--- config.mk ---
export PLATFORM = sky130hd
export DESIGN_NAME = mc_controller
export DESIGN_NICKNAME = d
export VERILOG_FILES = /design/src/rtl/mc_ctrl_pkg.sv /design/src/rtl/mc_controller_imm_dec.sv /design/src/rtl/mc_controller.sv
export SDC_FILE = /design/constraint.sdc
export NUM_CORES = 1
export LEC_CHECK = 0
export CORE_ASPECT_RATIO = 1.5
export CORE_MARGIN = 8
export CORE_UTILIZATION = 40
export CTS_CLUSTER_SIZE = 30
export DETAILED_ROUTE_END_ITERATION = 16
export DONT_BUFFER_PORTS = 1
export SLEW_MARGIN = 10
export SYNTH_ARGS = -nofsm -noshare
export SYNTH_HDL_FRONTEND = slang
export SYNTH_SLANG_ARGS = --single-unit
--- constraint.sdc ---
create_clock -name clk_i -period 2.77 [get_ports clk_i]
set_input_delay 0.554 -clock clk_i [delete_from_list [all_inputs] [get_ports clk_i]]
set_output_delay 0.554 -clock clk_i [all_outputs]
set_load 0.005 [all_outputs]
--- src/rtl/mc_ctrl_pkg.sv ---
// Shared types and encodings for the multicycle RV32IM sequencer.
// Build option: MC_CTRL_MULDIV_EN adds the multicycle divide state.
package mc_ctrl_pkg;

    typedef enum logic [3:0] {
        StFetch,
        StDecode,
        StMemAdr,
        StMemRead,
        StMemWrite,
        StMemWb,
        StExecR,
        StExecI,
        StAluWb,
        StBranch,
        StJalr,
        StJal,
        StLui,
        StTrap
`ifdef MC_CTRL_MULDIV_EN
        , StDiv
`endif
    } mc_state_t;

    // Major opcodes
    localparam logic [6:0] OP_LOAD   = 7'b0000011;
    localparam logic [6:0] OP_STORE  = 7'b0100011;
    localparam logic [6:0] OP_RTYPE  = 7'b0110011;
    localparam logic [6:0] OP_IALU   = 7'b0010011;
    localparam logic [6:0] OP_BRANCH = 7'b1100011;
    localparam logic [6:0] OP_JAL    = 7'b1101111;
    localparam logic [6:0] OP_JALR   = 7'b1100111;
    localparam logic [6:0] OP_LUI    = 7'b0110111;
    localparam logic [6:0] OP_AUIPC  = 7'b0010111;

    // ALU operand A select
    localparam logic [1:0] SRCA_PC    = 2'b00;
    localparam logic [1:0] SRCA_OLDPC = 2'b01;
    localparam logic [1:0] SRCA_RS1   = 2'b10;

    // ALU operand B select
    localparam logic [1:0] SRCB_RS2   = 2'b00;
    localparam logic [1:0] SRCB_IMM   = 2'b01;
    localparam logic [1:0] SRCB_FOUR  = 2'b10;

    // Writeback / PC-next result select
    localparam logic [1:0] RES_ALUOUT    = 2'b00;
    localparam logic [1:0] RES_DATA      = 2'b01;
    localparam logic [1:0] RES_ALURESULT = 2'b10;
    localparam logic [1:0] RES_IMMEXT    = 2'b11;

    // Request to alu_dec
    localparam logic [1:0] ALUOP_ADD    = 2'b00;
    localparam logic [1:0] ALUOP_BRANCH = 2'b01;
    localparam logic [1:0] ALUOP_FUNCT  = 2'b10;

    // Immediate formats, same encoding as the single-cycle main_dec
    localparam logic [2:0] IMM_I = 3'b000;
    localparam logic [2:0] IMM_S = 3'b001;
    localparam logic [2:0] IMM_B = 3'b010;
    localparam logic [2:0] IMM_J = 3'b011;
    localparam logic [2:0] IMM_U = 3'b100;

endpackage

--- src/rtl/mc_controller_imm_dec.sv ---
// Combinational opcode -> immediate-format decode, independent of FSM state.
module mc_imm_dec
    import mc_ctrl_pkg::*;
(
    input  logic [6:0] opcode_i,
    output logic [2:0] imm_src_o
);

    // Immediate format per opcode; formats without an immediate fall to I
    always_comb begin
        imm_src_o = IMM_I;
        case (opcode_i)
            OP_STORE:          imm_src_o = IMM_S;
            OP_BRANCH:         imm_src_o = IMM_B;
            OP_JAL:            imm_src_o = IMM_J;
            OP_LUI, OP_AUIPC:  imm_src_o = IMM_U;
            default:           imm_src_o = IMM_I;
        endcase
    end

endmodule

--- src/rtl/mc_controller.sv ---
// Multicycle Moore sequencer for the RV32IM core with a shared memory port.
// Build option: MC_CTRL_MULDIV_EN routes div/divu/rem/remu through a
// divider wait state.
module mc_controller
    import mc_ctrl_pkg::*;
#(
    parameter int unsigned CNT_WIDTH = 32
) (
    input  logic                 clk_i,
    input  logic                 reset_i,
    input  logic [6:0]           opcode_i,
    input  logic [2:0]           funct3_i,
    input  logic                 funct7b0_i,
    input  logic                 taken_br_i,
    input  logic                 mem_ready_i,
    input  logic                 div_done_i,
    output logic                 mem_req_o,
    output logic                 mem_write_o,
    output logic                 adr_src_o,
    output logic                 ir_write_o,
    output logic                 pc_write_o,
    output logic                 reg_write_o,
    output logic [1:0]           alu_src_a_o,
    output logic [1:0]           alu_src_b_o,
    output logic [1:0]           result_src_o,
    output logic [2:0]           imm_src_o,
    output logic [1:0]           alu_op_o,
    output logic                 div_start_o,
    output logic                 illegal_instr_o,
    output logic [CNT_WIDTH-1:0] instret_o
);

    mc_state_t state_q, state_d;
    logic [CNT_WIDTH-1:0] instret_q, instret_d;
    logic illegal_q, illegal_d;

    logic mem_req, mem_write, adr_src, ir_write, pc_update, branch, reg_write, div_start;
    logic [1:0] alu_src_a, alu_src_b, result_src, alu_op;
    logic [2:0] imm_src;

    mc_imm_dec u_imm_dec (
        .opcode_i  (opcode_i),
        .imm_src_o (imm_src)
    );

`ifdef MC_CTRL_MULDIV_EN
    logic div_busy_q;
    logic is_div;
    logic unused_funct;
    assign is_div       = funct7b0_i & funct3_i[2];
    assign unused_funct = ^funct3_i[1:0];

    // Marks cycles after the first S_DIV cycle so the launch is a single pulse
    always_ff @(posedge clk_i or posedge reset_i) begin
        if (reset_i) div_busy_q <= 1'b0;
        else         div_busy_q <= (state_q == StDiv);
    end
`else
    logic unused_muldiv;
    assign unused_muldiv = ^{funct3_i, funct7b0_i, div_done_i};
`endif

    // State, retired-instruction counter and sticky trap flag
    always_ff @(posedge clk_i or posedge reset_i) begin
        if (reset_i) begin
            state_q   <= StFetch;
            instret_q <= '0;
            illegal_q <= 1'b0;
        end else begin
            state_q   <= state_d;
            instret_q <= instret_d;
            illegal_q <= illegal_d;
        end
    end

    // Next state and Moore decode of datapath controls
    always_comb begin
        state_d    = state_q;
        mem_req    = 1'b0;
        mem_write  = 1'b0;
        adr_src    = 1'b0;
        ir_write   = 1'b0;
        pc_update  = 1'b0;
        branch     = 1'b0;
        reg_write  = 1'b0;
        div_start  = 1'b0;
        alu_src_a  = SRCA_PC;
        alu_src_b  = SRCB_RS2;
        result_src = RES_ALUOUT;
        alu_op     = ALUOP_ADD;
        unique case (state_q)
            StFetch: begin
                mem_req    = 1'b1;
                alu_src_a  = SRCA_PC;
                alu_src_b  = SRCB_FOUR;
                result_src = RES_ALURESULT;
                ir_write   = mem_ready_i;
                pc_update  = mem_ready_i;
                if (mem_ready_i) state_d = StDecode;
            end
            StDecode: begin
                alu_src_a = SRCA_OLDPC;
                alu_src_b = SRCB_IMM;
                case (opcode_i)
                    OP_LOAD, OP_STORE: state_d = StMemAdr;
                    OP_RTYPE:          state_d = StExecR;
                    OP_IALU:           state_d = StExecI;
                    OP_BRANCH:         state_d = StBranch;
                    OP_JAL:            state_d = StJal;
                    OP_JALR:           state_d = StJalr;
                    OP_LUI:            state_d = StLui;
                    OP_AUIPC:          state_d = StAluWb;
                    default:           state_d = StTrap;
                endcase
            end
            StMemAdr: begin
                alu_src_a = SRCA_RS1;
                alu_src_b = SRCB_IMM;
                state_d   = (opcode_i == OP_LOAD) ? StMemRead : StMemWrite;
            end
            StMemRead: begin
                mem_req = 1'b1;
                adr_src = 1'b1;
                if (mem_ready_i) state_d = StMemWb;
            end
            StMemWrite: begin
                mem_req   = 1'b1;
                mem_write = 1'b1;
                adr_src   = 1'b1;
                if (mem_ready_i) state_d = StFetch;
            end
            StMemWb: begin
                result_src = RES_DATA;
                reg_write  = 1'b1;
                state_d    = StFetch;
            end
            StExecR: begin
                alu_src_a = SRCA_RS1;
                alu_src_b = SRCB_RS2;
                alu_op    = ALUOP_FUNCT;
`ifdef MC_CTRL_MULDIV_EN
                state_d   = is_div ? StDiv : StAluWb;
`else
                state_d   = StAluWb;
`endif
            end
            StExecI: begin
                alu_src_a = SRCA_RS1;
                alu_src_b = SRCB_IMM;
                alu_op    = ALUOP_FUNCT;
                state_d   = StAluWb;
            end
            StAluWb: begin
                result_src = RES_ALUOUT;
                reg_write  = 1'b1;
                state_d    = StFetch;
            end
            StBranch: begin
                alu_src_a  = SRCA_RS1;
                alu_src_b  = SRCB_RS2;
                alu_op     = ALUOP_BRANCH;
                result_src = RES_ALUOUT;
                branch     = 1'b1;
                state_d    = StFetch;
            end
            StJalr: begin
                alu_src_a = SRCA_RS1;
                alu_src_b = SRCB_IMM;
                state_d   = StJal;
            end
            StJal: begin
                result_src = RES_ALUOUT;
                pc_update  = 1'b1;
                alu_src_a  = SRCA_OLDPC;
                alu_src_b  = SRCB_FOUR;
                state_d    = StAluWb;
            end
            StLui: begin
                result_src = RES_IMMEXT;
                reg_write  = 1'b1;
                state_d    = StFetch;
            end
            StTrap: begin
                state_d = StTrap;
            end
`ifdef MC_CTRL_MULDIV_EN
            StDiv: begin
                alu_src_a = SRCA_RS1;
                alu_src_b = SRCB_RS2;
                alu_op    = ALUOP_FUNCT;
                div_start = ~div_busy_q;
                if (div_done_i) state_d = StAluWb;
            end
`endif
            default: state_d = StTrap;
        endcase
    end

    // Retire on every re-entry into fetch; flag latches on trap entry
    always_comb begin
        instret_d = instret_q;
        if ((state_q != StFetch) && (state_d == StFetch)) begin
            instret_d = instret_q + CNT_WIDTH'(1);
        end
        illegal_d = illegal_q | (state_d == StTrap);
    end

    // Outputs are forced low while reset is held, dropping requests at once
    assign mem_req_o       = mem_req & ~reset_i;
    assign mem_write_o     = mem_write & ~reset_i;
    assign adr_src_o       = adr_src & ~reset_i;
    assign ir_write_o      = ir_write & ~reset_i;
    assign pc_write_o      = (pc_update | (branch & taken_br_i)) & ~reset_i;
    assign reg_write_o     = reg_write & ~reset_i;
    assign div_start_o     = div_start & ~reset_i;
    assign alu_src_a_o     = alu_src_a & {2{~reset_i}};
    assign alu_src_b_o     = alu_src_b & {2{~reset_i}};
    assign result_src_o    = result_src & {2{~reset_i}};
    assign alu_op_o        = alu_op & {2{~reset_i}};
    assign imm_src_o       = imm_src & {3{~reset_i}};
    assign illegal_instr_o = illegal_q & ~reset_i;
    assign instret_o       = instret_q & {CNT_WIDTH{~reset_i}};

endmodule

* Word-level counts from Yosys, hierarchy flattened
Cells that the tools add are included.
Storage, ports and cells: flip-flop bits (word level) 37, bits of input ports 16, output and inout bits 51, word-level logic and storage cells 77
Cells by class: add/subtract/negate cells 1, equal/unequal tests 22, multiplexer cells 18, bitwise operators 17, reductions and logical operators 16
Operator list (number):
- $pmux 4 s8 | 2
- $add 32x1->32 const B | 1
- $and 32x32->32 | 1
- $eq 4x4->1 const B | 6
- $eq 7x6->1 const B | 3
- $eq 7x7->1 const B | 3
- $eq 4x3->1 const B | 4
- $eq 7x5->1 const B | 2
- $mux 4 | 3
- $pmux 2 s2 | 3
- $pmux 3 s4 | 1
- $reduce_or 2->1 | 6
- $reduce_or 3->1 | 3
- $and 1x1->1 | 8
- $and 2x2->2 | 4
- $eq 4x2->1 const B | 2
- $logic_not 4->1 | 2
- $reduce_or 4->1 | 2
- $eq 7x2->1 const B | 1
- $mux 1 | 6
- $pmux 2 s3 | 1
- $reduce_or 5->1 | 1
- $eq 4x1->1 const B | 1
- $reduce_bool 4->1 | 1
- other kinds (6) | 7

* Depth between registers and ports, before layout
depth in word-level cells 6, gate-level depth with buffers 10, mapped depth without buffers 7

* Cells and area by module
Synthesis repeated with hierarchy kept, for this count alone.
Second synthesis, totals: cell total of the unflattened synthesis 296, area total of the unflattened synthesis 2590.0 µm²
By module, submodules not included:
- mc_controller | instances 1, cells an instance 288, area an instance 2528.7 µm², sequential area each 925.9 µm²
- mc_imm_dec | instances 1, cells an instance 8, area an instance 61.3 µm², sequential area each 0.0 µm²

* Worst setup path after synthesis
No wires, ideal clock.
path kind in2reg, start point in opcode_i[3], end point reg instret_q[29], library setup time 79 ps, data arrival time 2727 ps, required time 2691 ps, path slack -36 ps, stages on the path 10, buffers on the path 4, cells stage by stage buf_2 -> or3_1 -> buf_2 -> o311ai_2 -> nand3_1 -> or4b_1 -> clkbuf_1 -> buf_6 -> nor4b_2 -> xor2_1
On the way: longest elaborated chain between the ends 6, elaborated cells on any way between the ends 15, those cells by class 9 x eq/ne; 3 x mux; 3 x reduce/logical
Ends and longest elaborated chain:
- start, declared | RTL line mc_controller.sv:11 | input logic [6:0] opcode_i,
- $eq 7x2->1 / $eq 7x6->1 (equally long branches) | RTL line mc_controller.sv:104, mc_controller.sv:119
- $reduce_or 2->1 | RTL line mc_controller.sv:104 | case (opcode_i)
- $pmux 4 s8 | RTL line mc_controller.sv:104
- $pmux 4 s8 (*) | RTL line mc_controller.sv:91 | unique case (state_q)
- $logic_not 4->1 (*) | RTL line mc_controller.sv:202 | if ((state_q != StFetch) && (state_d == StFetch)) begin
- $logic_and 1x1->1 (*) | RTL line mc_controller.sv:202
- end signal, assigned | RTL line mc_controller.sv:71 | instret_q <= instret_d;
- end, declared | RTL line mc_controller.sv:34 | logic [CNT_WIDTH-1:0] instret_q, instret_d;
Every way passes the cells marked *; elsewhere a longest branch is shown, timed or not. A chain may end at the register's enable or synchronous reset.

* Worst setup path after layout
start point in opcode_i[2], end point reg instret_q[5]
The elaborated chain is that of the path after synthesis.

==> qor.csv <==
stage,metric,value,unit
clocking,cts_tree,yes,
timing,slew_headroom,59.4,%
logic_synthesis,syn-instance-count,303,
logic_synthesis,synth-edff-count,0,
clocking,hold_buffers,0,
outcome,status,completed,
grt,grt.total_usage,15.0,%
placement,gp_congestion,0.864,
clocking,cts.sinks,37,
logic_synthesis,avgSynthCellArea,8.49,um^2
timing,finalSetupViolCount,0,
setup_path,crit_buf_inv,3,
logic_synthesis,synth_top_area_share,36.0,%
route,drc,0,
grt,grt_max_degree,48,
setup_path,cp-start-kind,primary input,
timing,report.final.slew_viol_count,0,
route,wire_per_inst,17.6,um
clocking,cts-root-buf,clkbuf_8,
timing,finalCritPeriodShare,91.6,%
setup_path,cp.required,2980,ps
final_layout,fin_nets,328,
grt,antenna_found_initial,0,
floorplan,ios,67,
timing,max_freq,0.394,GHz
clocking,htree_levels,2,
logic_synthesis,async_flop_share,100,%
final_layout,final_cell_mix,"35 x dfrtp_1, 30 x nor2_1, 29 x nor2b_1",
logic_synthesis,yosysTopAreaCell,dfrtp_1,
route,vias,2185,
logic_synthesis,yosysSeqAreaShare,36.0,%
pwr,p_leak,1.32,nW
setup_path,worst_path_dominant_cell_family,simple AND/OR/NAND/NOR gates,
floorplan,dieArea,9310,um^2
timing,fin_ws,232,ps
timing,tightest_slew,600,ps
final_layout,layout_commonest_cell,dfrtp_1,
placement,io_buffers,0,
floorplan,die_width,81.5,um
setup_path,crit_top_cell,buf_4,
clocking,clkLatencyLatePin,290,ps
clocking,clk_pin_slew_worst_paths,70,ps
floorplan,coreArea,6350,um^2
logic_synthesis,ys_warn_count,0,
grt,grt_pass1_vias,2233,
clocking,clk_path_buf_depth,2,
timing,skew,5.83,ps
setup_path,critPathSlowestCell,or4b_1,
timing,hold_viol_final,0,
route,dr.pass1.iters,5,
final_layout,synthToLayoutAreaGrowth,12.2,%
route,vias_per_cell,5.65,
timing,fin_crit,2540,ps
floorplan,die_y,114,um
setup_path,worstSetupPathType,primary input to flip-flop,
hold_path,min_path_type,primary input to async pin,
route,drt-total-wl,6820,um
logic_synthesis,syn_nets,320,
setup_path,cp-end-kind,flip-flop,
logic_synthesis,synthDistinctLibCells,50,
timing,rsz0062_at_grt,no,
floorplan,num_rows,36,
placement,post-place-ws,-131,ps
grt,gr-total-overflow,0,
logic_synthesis,syn_area,2570,um^2
grt,grt_pass1_wl,11100,um
clocking,post_cts_buffers,0,
setup_path,worstPathMaxFanout,28,
flow_run,maxCapViolations,0,
setup_path,crit_path_max_incr_delay,560,ps
final_layout,diodes,0,
timing,setup_tns,0,ps
placement,dp_hpwl,5050,um
setup_path,worst_ep_arrival_time,2750,ps
pwr,powerDensity,649,nW/um^2
logic_synthesis,synth_seq_cells,37,
route,drt-initial-drc-count,51,
setup_path,crit_chain,or2_0 -> a2111oi_2 -> buf_4 -> o221ai_1 -> or4b_1 -> buf_12 -> buf_4 -> nor3_1 -> xor2_1,
floorplan,start_util,40.5,%
clocking,cts-buffers-inserted,5,
final_layout,drive_gt1_share,15.4,%
logic_synthesis,ys.flop_type,dfrtp_1,
logic_synthesis,synth.area.top_cells,"dfrtp_1 36%, xor2_1 9.2%, nor2b_1 7.0%",
route,ant_nets,0,
pwr,vdd_drop_max,0.515,mV
kinds of logic (layout without fill, tap and decap cells):
kind of cell | count (synthesis) | count (layout) | synth area share (%)
mux | 2 | 2 | 0.826
compound gates | 31 | 31 | 8.99
other cells | 1 | 1 | 0.146
buf+inv | 34 | 42 | 5.88
flops | 37 | 37 | 36.0
fa+ha+maj | 1 | 1 | 0.486
simple gates | 164 | 164 | 36.5
xor+xnor | 33 | 33 | 11.2
state kept, by name (all words and copies together) (netlist names):
register and cells:
state_q 4, instret_q 32, illegal_q 1
path summary, 6_finish.rpt:
| path | slack (ps) | end | start | cells after the start |
|---|---|---|---|---|
| worst max-delay path | 230 | instret_q[5] | opcode_i[2] | 9 |
| worst min-delay path | 230 | instret_q[19] | reset_i | 2 |
| worst max register to register | 260 | instret_q[5] | state_q[1] | 8 |
| worst min register to register | 460 | instret_q[31] | instret_q[31] | 1 |
| min in group clk_i | 460 | instret_q[31] | instret_q[31] | 1 |
| max in group asynchronous | 2300 | state_q[1] | reset_i | 2 |
metrics by stage:
step,utilization (%),instance area (um^2),std cells,total power (W),hold slack (ps)
2_1_floorplan,-,2610,303,0.00127,433
3_3_place_gp,43.9,2790,380,0.00148,453
3_5_place_dp,43.9,2790,380,0.00149,451
4_1_cts,45.2,2870,387,0.00188,234
5_1_grt,45.4,2890,387,0.00200,263
6_report,45.4,2890,387,0.00187,232
what timing repair did:
item,in CTS,in global routing
resized for setup,0,5
endpoints found under the hold margin,0,0
setup endpoints to repair,0,5
Yosys cell counts, types with 7 or more instances:
master	number
nand4_1	12
nand3_1	17
nor3_1	22
xor2_1	27
inv_1	10
dfrtp_1	37
nor2_1	30
nor4_2	10
nand2_1	21
nor2b_1	29
clkbuf_1	13
a21oi_1	7
worst register-to-register path: cells and delay by family, from the launching register on:
family | cells | cell delay [ps]
buffers and inverters | 2 | 370
flip-flops | 1 | 520
XOR/XNOR | 1 | 180
AO/OA/AOI/OAI | 2 | 350
AND/OR/NAND/NOR | 3 | 1000
layer usage:
| layer | track usage (%) | wire length [um] | up-vias |
|---|---|---|---|
| met4 | 5.75 | 129 | 0 |
| met3 | 2.59 | 393 | 8 |
| li1 | - | - | 1069 |
| met5 | 0 | 0 | - |
| met1 | 17.1 | 2760 | 1057 |
| met2 | 26.3 | 3540 | 51 |
power by group:
part           internal (W)  switching, W  total [W]
clock              0.000198      0.000191   0.000389
sequential         0.000607      0.000104   0.000711
combinational      0.000298      0.000475   0.000773
total               0.00110      0.000771    0.00187
layout make-up:
| cell class | instances | area, um^2 |
|---|---|---|
| clock buffer | 7 | 86.3 |
| multi-input combinational | 232 | 1540 |
| sequential | 37 | 928 |
| timing repair buffer | 24 | 193 |
| inverter | 11 | 41.3 |
| tap | 76 | 95.1 |
| fill | 651 | 3460 |
No activity file was read; power rests on OpenSTA's default activity.
